**src/rtl/pc_unit.sv**
```systemverilog
// ---------------------------------------------------------------------------
// pc_unit: registered program-counter generator with return-address stack.
//
// Chooses the next fetch address with a fixed priority (reset, trap, mret,
// ALU redirect, stall, return prediction, sequential). A circular RAS
// provides call/return prediction, and misaligned redirect targets are
// rejected and reported for the trap logic.
//
// Ports:
//   i_clk        clock, all state updates on the rising edge
//   i_reset      synchronous active-high reset
//   i_stall      hold PC
//   i_trap       take trap this cycle
//   i_trap_vec   trap handler address (mtvec base)
//   i_mret       return from trap
//   i_mepc       return address for mret
//   i_pc_sel     redirect to the ALU-computed target
//   i_alu_data   redirect target
//   i_call       current instruction is a call
//   i_ret        current instruction is a return
//   o_pc         current fetch PC (registered)
//   o_pc_four    o_pc + 4 (combinational link value)
//   o_misalign   one-cycle pulse on a rejected misaligned redirect
//   o_bad_addr   captured misaligned target
//   o_ras_empty  RAS holds no valid entries
//   o_ras_full   RAS holds RAS_DEPTH entries
// ---------------------------------------------------------------------------
module pc_unit #(
  parameter int unsigned     XLEN         = 32,
  parameter logic [XLEN-1:0] RESET_VECTOR = '0,
  parameter int unsigned     IALIGN       = 4,
  parameter int unsigned     RAS_DEPTH    = 4
) (
  input  logic            i_clk,
  input  logic            i_reset,
  input  logic            i_stall,
  input  logic            i_trap,
  input  logic [XLEN-1:0] i_trap_vec,
  input  logic            i_mret,
  input  logic [XLEN-1:0] i_mepc,
  input  logic            i_pc_sel,
  input  logic [XLEN-1:0] i_alu_data,
  input  logic            i_call,
  input  logic            i_ret,
  output logic [XLEN-1:0] o_pc,
  output logic [XLEN-1:0] o_pc_four,
  output logic            o_misalign,
  output logic [XLEN-1:0] o_bad_addr,
  output logic            o_ras_empty,
  output logic            o_ras_full
);

  localparam int unsigned PTR_W = (RAS_DEPTH > 1) ? $clog2(RAS_DEPTH) : 1;
  localparam int unsigned CNT_W = PTR_W + 1;

  // Bits that must be zero in a legal instruction address.
  localparam logic [XLEN-1:0] LOW_BITS   = (IALIGN == 2) ? XLEN'(1) : XLEN'(3);
  localparam logic [XLEN-1:0] ALIGN_MASK = ~LOW_BITS;
  localparam logic [XLEN-1:0] WORD_MASK  = ~XLEN'(3);
  localparam logic [CNT_W-1:0] CNT_FULL  = CNT_W'(RAS_DEPTH);

  // Architectural state.
  logic [XLEN-1:0]  pc_q;
  logic             misalign_q;
  logic [XLEN-1:0]  bad_addr_q;
  logic [PTR_W-1:0] ras_ptr_q;
  logic [CNT_W-1:0] ras_cnt_q;
  logic [XLEN-1:0]  ras_mem [RAS_DEPTH];

  // Next-state values.
  logic [XLEN-1:0]  pc_d;
  logic             misalign_d;
  logic [XLEN-1:0]  bad_addr_d;
  logic [PTR_W-1:0] ras_ptr_d;
  logic [CNT_W-1:0] ras_cnt_d;

  logic [XLEN-1:0]  pc_four;
  logic             ras_empty;
  logic             ras_full;
  logic [PTR_W-1:0] top_idx;
  logic [XLEN-1:0]  ras_top;
  logic             target_misaligned;
  logic             ras_en;
  logic             do_push;
  logic             do_pop;
  logic             ras_we;
  logic [PTR_W-1:0] ras_widx;

  // Link value and RAS status.
  always_comb begin
    pc_four   = pc_q + XLEN'(4);
    ras_empty = (ras_cnt_q == '0);
    ras_full  = (ras_cnt_q == CNT_FULL);
    // ras_ptr_q names the next free slot; the top sits one below it.
    top_idx   = ras_ptr_q - PTR_W'(1);
    ras_top   = ras_mem[top_idx];
    target_misaligned = (i_alu_data & LOW_BITS) != '0;
  end

  // RAS control: trap, mret and stall freeze the stack; a redirect does not.
  always_comb begin
    ras_en    = !i_trap && !i_mret && !i_stall;
    do_pop    = ras_en && i_ret && !ras_empty;
    do_push   = ras_en && i_call;
    ras_ptr_d = ras_ptr_q;
    ras_cnt_d = ras_cnt_q;
    ras_we    = 1'b0;
    ras_widx  = ras_ptr_q;
    unique case ({do_push, do_pop})
      2'b10: begin
        // Push; when full the oldest entry is overwritten circularly.
        ras_we    = 1'b1;
        ras_widx  = ras_ptr_q;
        ras_ptr_d = ras_ptr_q + PTR_W'(1);
        if (!ras_full) begin
          ras_cnt_d = ras_cnt_q + CNT_W'(1);
        end
      end
      2'b01: begin
        ras_ptr_d = top_idx;
        ras_cnt_d = ras_cnt_q - CNT_W'(1);
      end
      2'b11: begin
        // Pop then push: replace the top in place.
        ras_we   = 1'b1;
        ras_widx = top_idx;
      end
      default: ;
    endcase
  end

  // Next-PC selection in priority order.
  always_comb begin
    pc_d       = pc_four;
    misalign_d = 1'b0;
    bad_addr_d = bad_addr_q;
    if (i_trap) begin
      pc_d = i_trap_vec & WORD_MASK;
    end else if (i_mret) begin
      pc_d = i_mepc & ALIGN_MASK;
    end else if (i_pc_sel) begin
      if (target_misaligned) begin
        pc_d       = pc_q;
        misalign_d = 1'b1;
        bad_addr_d = i_alu_data;
      end else begin
        pc_d = i_alu_data;
      end
    end else if (i_stall) begin
      pc_d = pc_q;
    end else if (i_ret && !ras_empty) begin
      pc_d = ras_top;
    end
  end

  // Control and PC registers.
  always_ff @(posedge i_clk) begin
    if (i_reset) begin
      pc_q       <= RESET_VECTOR;
      misalign_q <= 1'b0;
      bad_addr_q <= '0;
      ras_ptr_q  <= '0;
      ras_cnt_q  <= '0;
    end else begin
      pc_q       <= pc_d;
      misalign_q <= misalign_d;
      bad_addr_q <= bad_addr_d;
      ras_ptr_q  <= ras_ptr_d;
      ras_cnt_q  <= ras_cnt_d;
    end
  end

  // RAS storage; contents survive reset, only pointer and count clear.
  always_ff @(posedge i_clk) begin
    if (!i_reset && ras_we) begin
      ras_mem[ras_widx] <= pc_four;
    end
  end

  assign o_pc        = pc_q;
  assign o_pc_four   = pc_four;
  assign o_misalign  = misalign_q;
  assign o_bad_addr  = bad_addr_q;
  assign o_ras_empty = ras_empty;
  assign o_ras_full  = ras_full;

endmodule

```
**config.mk**
```make
export PLATFORM = sky130hd
export DESIGN_NAME = pc_unit
export DESIGN_NICKNAME = d
export VERILOG_FILES = /design/src/rtl/pc_unit.sv
export SDC_FILE = /design/constraint.sdc
export NUM_CORES = 1
export LEC_CHECK = 0
export ABC_AREA = 1
export CAP_MARGIN = 30
export CORE_UTILIZATION = 50
export DETAILED_ROUTE_END_ITERATION = 8
export PLACE_DENSITY = 0.79
export SETUP_SLACK_MARGIN = 0.15
export SLEW_MARGIN = 40
export SYNTH_ARGS = -nofsm -noshare
export SYNTH_HDL_FRONTEND = slang
export SYNTH_SLANG_ARGS = --single-unit
```
**constraint.sdc**
```tcl
create_clock -name i_clk -period 5.3 [get_ports i_clk]
set_input_delay 0.795 -clock i_clk [delete_from_list [all_inputs] [get_ports i_clk]]
set_output_delay 0.795 -clock i_clk [all_outputs]
set_load 0.005 [all_outputs]
```
==> results of run 1 <==
## state kept, by name, indices dropped and copies added (netlist names), named ones only
| name | flops |
|---|---|
| ras_cnt_q | 3 |
| ras_ptr_q | 2 |
| o_pc | 30 |
| o_bad_addr | 32 |
| ras_mem | 128 |
| o_misalign | 1 |
## placed cells by master (no fill, tap or decap), types with 5 or more instances in the layout
master,synthesis,final
sky130_fd_sc_hd__a211oi_1,25,25
sky130_fd_sc_hd__nand3_1,38,38
sky130_fd_sc_hd__clkinv_4,0,5
sky130_fd_sc_hd__clkbuf_16,0,17
sky130_fd_sc_hd__nand4_1,5,5
sky130_fd_sc_hd__inv_6,0,5
sky130_fd_sc_hd__nand2_2,5,5
sky130_fd_sc_hd__nor3_1,27,26
sky130_fd_sc_hd__dfxtp_1,70,70
sky130_fd_sc_hd__nor2_4,8,10
sky130_fd_sc_hd__xor2_2,7,7
sky130_fd_sc_hd__nand3b_1,7,7
sky130_fd_sc_hd__xor2_1,6,6
sky130_fd_sc_hd__a21oi_1,87,87
sky130_fd_sc_hd__clkdlybuf4s50_1,0,196
sky130_fd_sc_hd__o21ai_0,71,71
sky130_fd_sc_hd__xnor2_1,6,6
sky130_fd_sc_hd__nand2_1,364,364
sky130_fd_sc_hd__inv_1,83,81
sky130_fd_sc_hd__buf_4,10,10
sky130_fd_sc_hd__nor2_2,7,9
sky130_fd_sc_hd__inv_2,5,7
sky130_fd_sc_hd__a221oi_1,5,5
sky130_fd_sc_hd__nor2_1,77,73
sky130_fd_sc_hd__and2_1,5,5
sky130_fd_sc_hd__edfxtp_1,128,128
## where the power goes
part / switching (uW) / leakage, uW / total (uW) / internal [uW]
Clock: 605 / 0.000274 / 1230 / 626
Combinational: 250 / 0.00273 / 481 / 231
Sequential: 47.3 / 0.00174 / 1730 / 1690
Total: 902 / 0.00475 / 3450 / 2540
## routing by layer
metal / up-vias / global-route usage / routed length [um]
met5: - / 0 / 0
met4: 0 / 0.1058 / 682
met3: 43 / 0.06256 / 2653
met2: 407 / 0.4371 / 12290
met1: 3789 / 0.3874 / 11600
li1: 4015 / - / -
## layout make-up
cell class	count	area (sq um)	share of cell area
Sequential cell	198	5245	0.4278
Clock inverter	14	116.4	0.009491
Timing Repair Buffer	210	2102	0.1714
Clock buffer	18	439.2	0.03582
Tap cell	234	292.8	0.02388
Inverter	91	346.6	0.02827
Multi-Input combinational cell	767	3719	0.3033
## through the flow
step | cells | instance area [sq um]
final | 1532 | 12260
after global routing | 1532 | 12260
after CTS | 1531 | 12230
after detailed placement | 1499 | 11680
after global placement | 1498 | 11650
after floorplan | 1111 | 9558
## logic make-up after synthesis
logic type	synth area share
AO/OA/AOI/OAI	0.1115
buffers and inverters	0.06545
XOR/XNOR	0.02291
flip-flops	0.5488
AND/OR/NAND/NOR	0.2430
multiplexers	0.001047
adder cells (fa/ha/maj)	0.007331
## path summary, 6_finish.rpt
path	endpoint	from	depth (start not counted)
min reg2reg	o_bad_addr[23]	o_bad_addr[23]	2
min	o_bad_addr[23]	o_bad_addr[23]	2
max reg2reg	ras_mem[3][21]	ras_ptr_q[0]	9
max	ras_mem[0][17]	i_mret	10
## tightest hold or removal path, stage by stage (launching register included)
cell,delay (ps)
sky130_fd_sc_hd__dfxtp_1,320
sky130_fd_sc_hd__nor2_1,50
sky130_fd_sc_hd__nor2_1,80
==> run summary, run 1 <==
The number of global-route vias before repair came out at about 7,700. The residual DRC count is 0. The analysis attributes to cell leakage a power of roughly 0.0047 uW. The starting density of the core is 0.5110. In this run, distinct cell masters in the synthesized netlist total 39. The post-synthesis sequential element count came out at 198. The number of hold-slack violations in the final timing report came out at 0. The transition time at the pin with the least slew margin came out at roughly 800 ps. The share of layout cells above drive strength 1 is 0.07011.

The smallest clock period supported by the final layout is computed as 3456 ps. The overall power after layout came out at ~3400 uW. The power per standard cell area is 281.1 mW/mm^2. The number of antenna repair diodes came out at 0. The flow ran to the end, and the final reports show no timing, DRC or antenna violations. The class of the most critical setup path is input pin to flip-flop. The worst relative slew slack came out at 0.4741.

The source-to-sink clock delay at the later pin of the worst-skew pair came out at 440 ps. The synthesized netlist net count is 1,220. The kind of end point of the critical path is a flip-flop. Of all cell types, the one taking the most synthesized area is sky130_fd_sc_hd__edfxtp_1. In this run the deepest clock path goes through 2 buffers. After detailed routing, the total wire length is 27,230 um. The mapped netlist covers 0.009558 sq mm. TritonCTS built the clock tree.

The family with the most delay on the worst path is buffers and inverters. Together, buffers and inverters on the worst path number 3. The quantity of I/O buffers inserted on ports is 198.

The class of the tightest hold or removal check is flip-flop to flip-flop. The total clock buffers created by CTS came out at 17. The number of gates resized after CTS was 0. For the worst setup path, the data required time is 5380 ps. The per-instance average area after synthesis is 8.603 sq um. The library cell contributing the largest single delay on the critical path is sky130_fd_sc_hd__clkdlybuf4s50_1.

The all-layer global routing usage is 0.2817. In this run the worst path has a maximum fanout of 32. The H-tree level count came out at 4. In this run the count of I/O pins placed on the die edge is 203. The proportion of register bits with asynchronous set or reset after synthesis is 0. The violation count after the first detailed-route iteration came out at approximately 810. At the end of routability-driven placement, the weighted congestion stood at 0.8832. The number of nets in the final layout came out at 1,394.

The number of sinks handled by clock tree synthesis is 198. The final-layout setup total negative slack came out at 0 ps. Data arrives at the worst endpoint at 3530 ps. The worst hold-check slack is 481.1 ps.

sky130_fd_sc_hd__nand2_1 is the most common cell in the netlist. The worst setup path is launched from an input pin. Across all register-to-register paths, the minimum setup slack is 2420 ps. The post-layout utilization of the core came out at 0.6555. The final critical-path share of the clock period is 0.6521. The global-route wire length before repair is 41,480 um.

The worst slack at placement came out at about 1400 ps. The site row count came out at 50. The floorplan core area is 0.01871 sq mm. Setup repair after global routing left no endpoint under its margin. The filler cells instantiated in the layout total 1,536. Summed over all nets, the half-perimeter wirelength after detailed placement is 18,510 um. Counting flops with a built-in enable in the synthesized netlist gives between 100 and 150. After detailed routing, the number of vias per cell comes to 5.388.

The remaining global-route overflow is 0. In this design, the critical path's most frequently occurring cell is sky130_fd_sc_hd__nand2_1. VDD sags by at most 275.2 uV. On the worst path, the slowest cell contributes a delay of 480 ps. In the synthesized netlist the dominant register cell turns out to be sky130_fd_sc_hd__edfxtp_1. The buffer count from post-CTS setup fixing came out at 0. The per-cell routed wire length is between 15 and 20 um. The count of hold-fix buffers inserted at cts is 0. Ranked by instance count, the synthesized netlist is headed by 364 x sky130_fd_sc_hd__nand2_1, 128 x sky130_fd_sc_hd__edfxtp_1, 87 x sky130_fd_sc_hd__a21oi_1, 83 x sky130_fd_sc_hd__inv_1, 77 x sky130_fd_sc_hd__nor2_1. The sequential cell area fraction in the yosys report came out at 0.5488. The final max-slew violation count came out at 0. The area overhead of the layout relative to synthesis is 28.28%.

The cell at the root of the clock tree is sky130_fd_sc_hd__clkbuf_16. Synthesis produced 1,111 cells. The residual antenna-violating net count after detailed routing came out at 0. The Yosys warning count is 0. The initial antenna violation count came out at 0. The signal on the critical path passes through clkdlybuf4s50_1 -> or2_1 -> inv_4 -> nand2_1 -> nor2_1 -> ha_1 -> xnor2_1 -> nand2_1 -> nor2_2 -> buf_4. The post-CTS clock slew at the launch and capture registers of the worst setup and hold paths came out at 70 ps.

The area share of the leading cell type in the synthesized netlist came out at 0.4021. By area the synthesized netlist is led by sky130_fd_sc_hd__edfxtp_1 40%, sky130_fd_sc_hd__dfxtp_1 15%, sky130_fd_sc_hd__nand2_1 14%. The detailed router placed 8,254 vias in this run. On the final layout, the worst clock skew is 8.466 ps.

The max-cap violation count came out at 0. The detailed-router iteration count before antenna repair is 5. Based on the critical path, the design can be clocked at up to about 290 MHz.

The total die area is about 0.020 sq mm. The die extent in y is 140.3 um. The post-layout worst setup margin is 1844 ps. The width of the chip came out at 140.3 um.

The final number of setup-violating endpoints came out at 0. The pin count of the biggest net entering global routing came out at 57.
Note: power is estimated with default switching activity, not from simulation.
==> run 2, diff against run 1 <==
==> constraint.sdc (replaced) <==
create_clock -name i_clk -period 3.4 [get_ports i_clk]
set_input_delay 0.51 -clock i_clk [delete_from_list [all_inputs] [get_ports i_clk]]
set_output_delay 0.51 -clock i_clk [all_outputs]
set_load 0.005 [all_outputs]
==> run summary, run 2 (synthesis results as in run 1) <==
The flow ran to the end, and the final reports show no timing, DRC or antenna violations. The transition time at the pin with the least slew margin came out at between 600 and 700 ps. From bottom edge to top edge, the die measures 140.3 um. The worst slack at placement came out at ~340 ps.

The residual DRC count came out at 0. The pin count of the biggest net entering global routing came out at 57. The post-CTS clock slew at the launch and capture registers of the worst setup and hold paths came out at 70 ps.

Fill cells in the final layout number 1,478. The overall power after layout is around 5600 uW. For this design, the sink count on the clock tree is ~200. The maximum clock frequency came out at 319.6 MHz. STA puts the critical path data required time at between 2000 and 3000 ps. TritonCTS built the clock tree. Ranked by flip-flop count, first place goes to ras_mem. Setup repair after global routing left no endpoint under its margin.

The source-to-sink clock delay at the later pin of the worst-skew pair is 440 ps. The max-cap violation count is 0. The total clock buffers created by CTS came out at 17. The worst-case vdd ir drop came out at between 300 and 400 uV. Of the cells placed in the final design, the portion with a size suffix greater than 1 is 0.07274. The origin of the critical flop-to-flop path is ras_cnt_q[0]. Measured against its own limit, the worst slew margin works out to 0.5569.

The I/O pin count came out at 203. The number of antenna repair diodes is 0. For this design the static power due to leakage is 0.004817 uW.

The total die area came out at 0.01967 sq mm. The class of the most critical setup path is flip-flop to primary output. The final max-slew violation count came out at 0. Once layout is done, the placed cells without fillers occupy 0.01238 sq mm. The worst hold path belongs to the class flip-flop to flip-flop. The startpoint of the most critical hold path is o_bad_addr[0]. The global-route wire length before repair is 42,120 um. The floorplan core area came out at ~0.019 sq mm. The all-layer global routing usage is 0.2850. The number of hold-slack violations in the final timing report came out at 0.

The largest fanout of any net on the critical path is 6. The power per standard cell area came out at around 450 mW/mm^2. The worst setup path is captured at a primary output.

Once detail routing completed, the nets flagged for antenna violations numbered 0. The first TritonRoute pass finished after 8 iterations. The final-layout setup total negative slack came out at 0 ps. The number of nets in the final layout is 1,402. The violation count after the first detailed-route iteration is between 600 and 700. The floorplan has 50 rows.

The cell at the root of the clock tree is sky130_fd_sc_hd__clkbuf_16. The number of flip-flops in the largest register is 128. The wire length reported by the detailed router came out at 27,240 um. The largest buffer count on any clock path is 2. The final number of setup-violating endpoints is 0. STA puts the critical path data arrival time at 2620 ps.

The sort of element at the start of the critical path is a flip-flop. The final weighted congestion of routability-driven global placement came out at 0.9233. In the final routed layout, each cell accounts on average for approximately 18 um.

The quantity of I/O buffers inserted on ports is 198. In the routed layout, each cell is associated on average with a via count of 5.442. The width of the chip came out at about 140 um. On the final layout, the worst clock skew is ~11 ps. The number of global-route vias before repair came to 7,842. The remaining global-route overflow is 0. The total via count in the routed design is 8,381.

The leading cell type in the layout, fill and taps excluded is sky130_fd_sc_hd__nand2_1. Once placement finished, the instance area stood at 0.01177 sq mm. The post-layout utilization of the core is 0.6619. In this run the post-CTS setup repair buffer count came out at 0. The area overhead of the layout relative to synthesis came out at 29.55%. The starting density of the core came out at 0.5110.

The timing startpoint of the critical path is o_pc[8]. The H-tree level count came out at 4. The final critical-path share of the clock period came out at 0.9202. Summed over all nets, the half-perimeter wirelength after detailed placement is between 15,000 and 20,000 um. The post-layout worst setup margin is 271.2 ps. The worst path in the final design needs a cycle of 3129 ps, including I/O delays and setup. Leaving out fill and tap cells, the most frequent cells in the layout are 364 x sky130_fd_sc_hd__nand2_1, 197 x sky130_fd_sc_hd__clkdlybuf4s50_1, 128 x sky130_fd_sc_hd__edfxtp_1, 87 x sky130_fd_sc_hd__a21oi_1, 82 x sky130_fd_sc_hd__inv_1. The initial antenna violation count came out at 1.
## run 2: timing repair
| action | CTS | global route |
|---|---|---|
| resized for setup | 0 | 1 |
| setup endpoints to repair | 0 | 1 |
| hold buffers | 0 | 0 |
## run 2: layout make-up
class / count / area [sq um] / share of cell area
clock inverter: 13 / 177.7 / 0.01435
sequential: 198 / 5245 / 0.4236
tap: 234 / 292.8 / 0.02365
multi-input combinational: 767 / 3722 / 0.3006
inverter: 91 / 346.6 / 0.02799
timing repair buffer: 218 / 2165 / 0.1748
clock buffer: 19 / 432.9 / 0.03496
## run 2: final timing paths
| path | cells after the start | end | slack (ps) |
|---|---|---|---|
| max | 6 | o_pc_four[13] | 270 |
| min | 2 | o_bad_addr[0] | 470 |
| max reg2reg | 9 | ras_mem[0][22] | 850 |
| min reg2reg | 2 | o_bad_addr[0] | 470 |
## run 2: report_power, final
| part | internal (uW) | switching [uW] | leakage (uW) |
|---|---|---|---|
| Combinational | 363 | 389 | 0.00278 |
| Sequential | 2630 | 75.7 | 0.00174 |
| Clock | 1230 | 870 | 0.000295 |
| Total | 4220 | 1340 | 0.00482 |
## run 2: stage by stage
| step | std cells | hold slack (ps) |
|---|---|---|
| after global placement | 1508 | 454.0 |
| after detailed placement | 1508 | 458.2 |
| after CTS | 1540 | 468.0 |
| after floorplan | 1111 | 443.8 |
| after global routing | 1540 | 494.9 |
| final | 1540 | 465.4 |
## run 2: metal layers
metal,vias up,part of all wire,global-route usage
met4,0,0.025,0.1087
met2,445,0.46,0.4508
met3,53,0.10,0.05675
li1,4030,-,-
met5,-,0,0
met1,3853,0.42,0.3879
## run 2: critical path: stages, from the launching register on
cell	delay [ps]
sky130_fd_sc_hd__dfxtp_1	470
sky130_fd_sc_hd__nand2_1	190
sky130_fd_sc_hd__nor2_2	160
sky130_fd_sc_hd__nand2_4	120
sky130_fd_sc_hd__nor2_4	130
sky130_fd_sc_hd__xor2_1	500
sky130_fd_sc_hd__clkdlybuf4s50_1	610
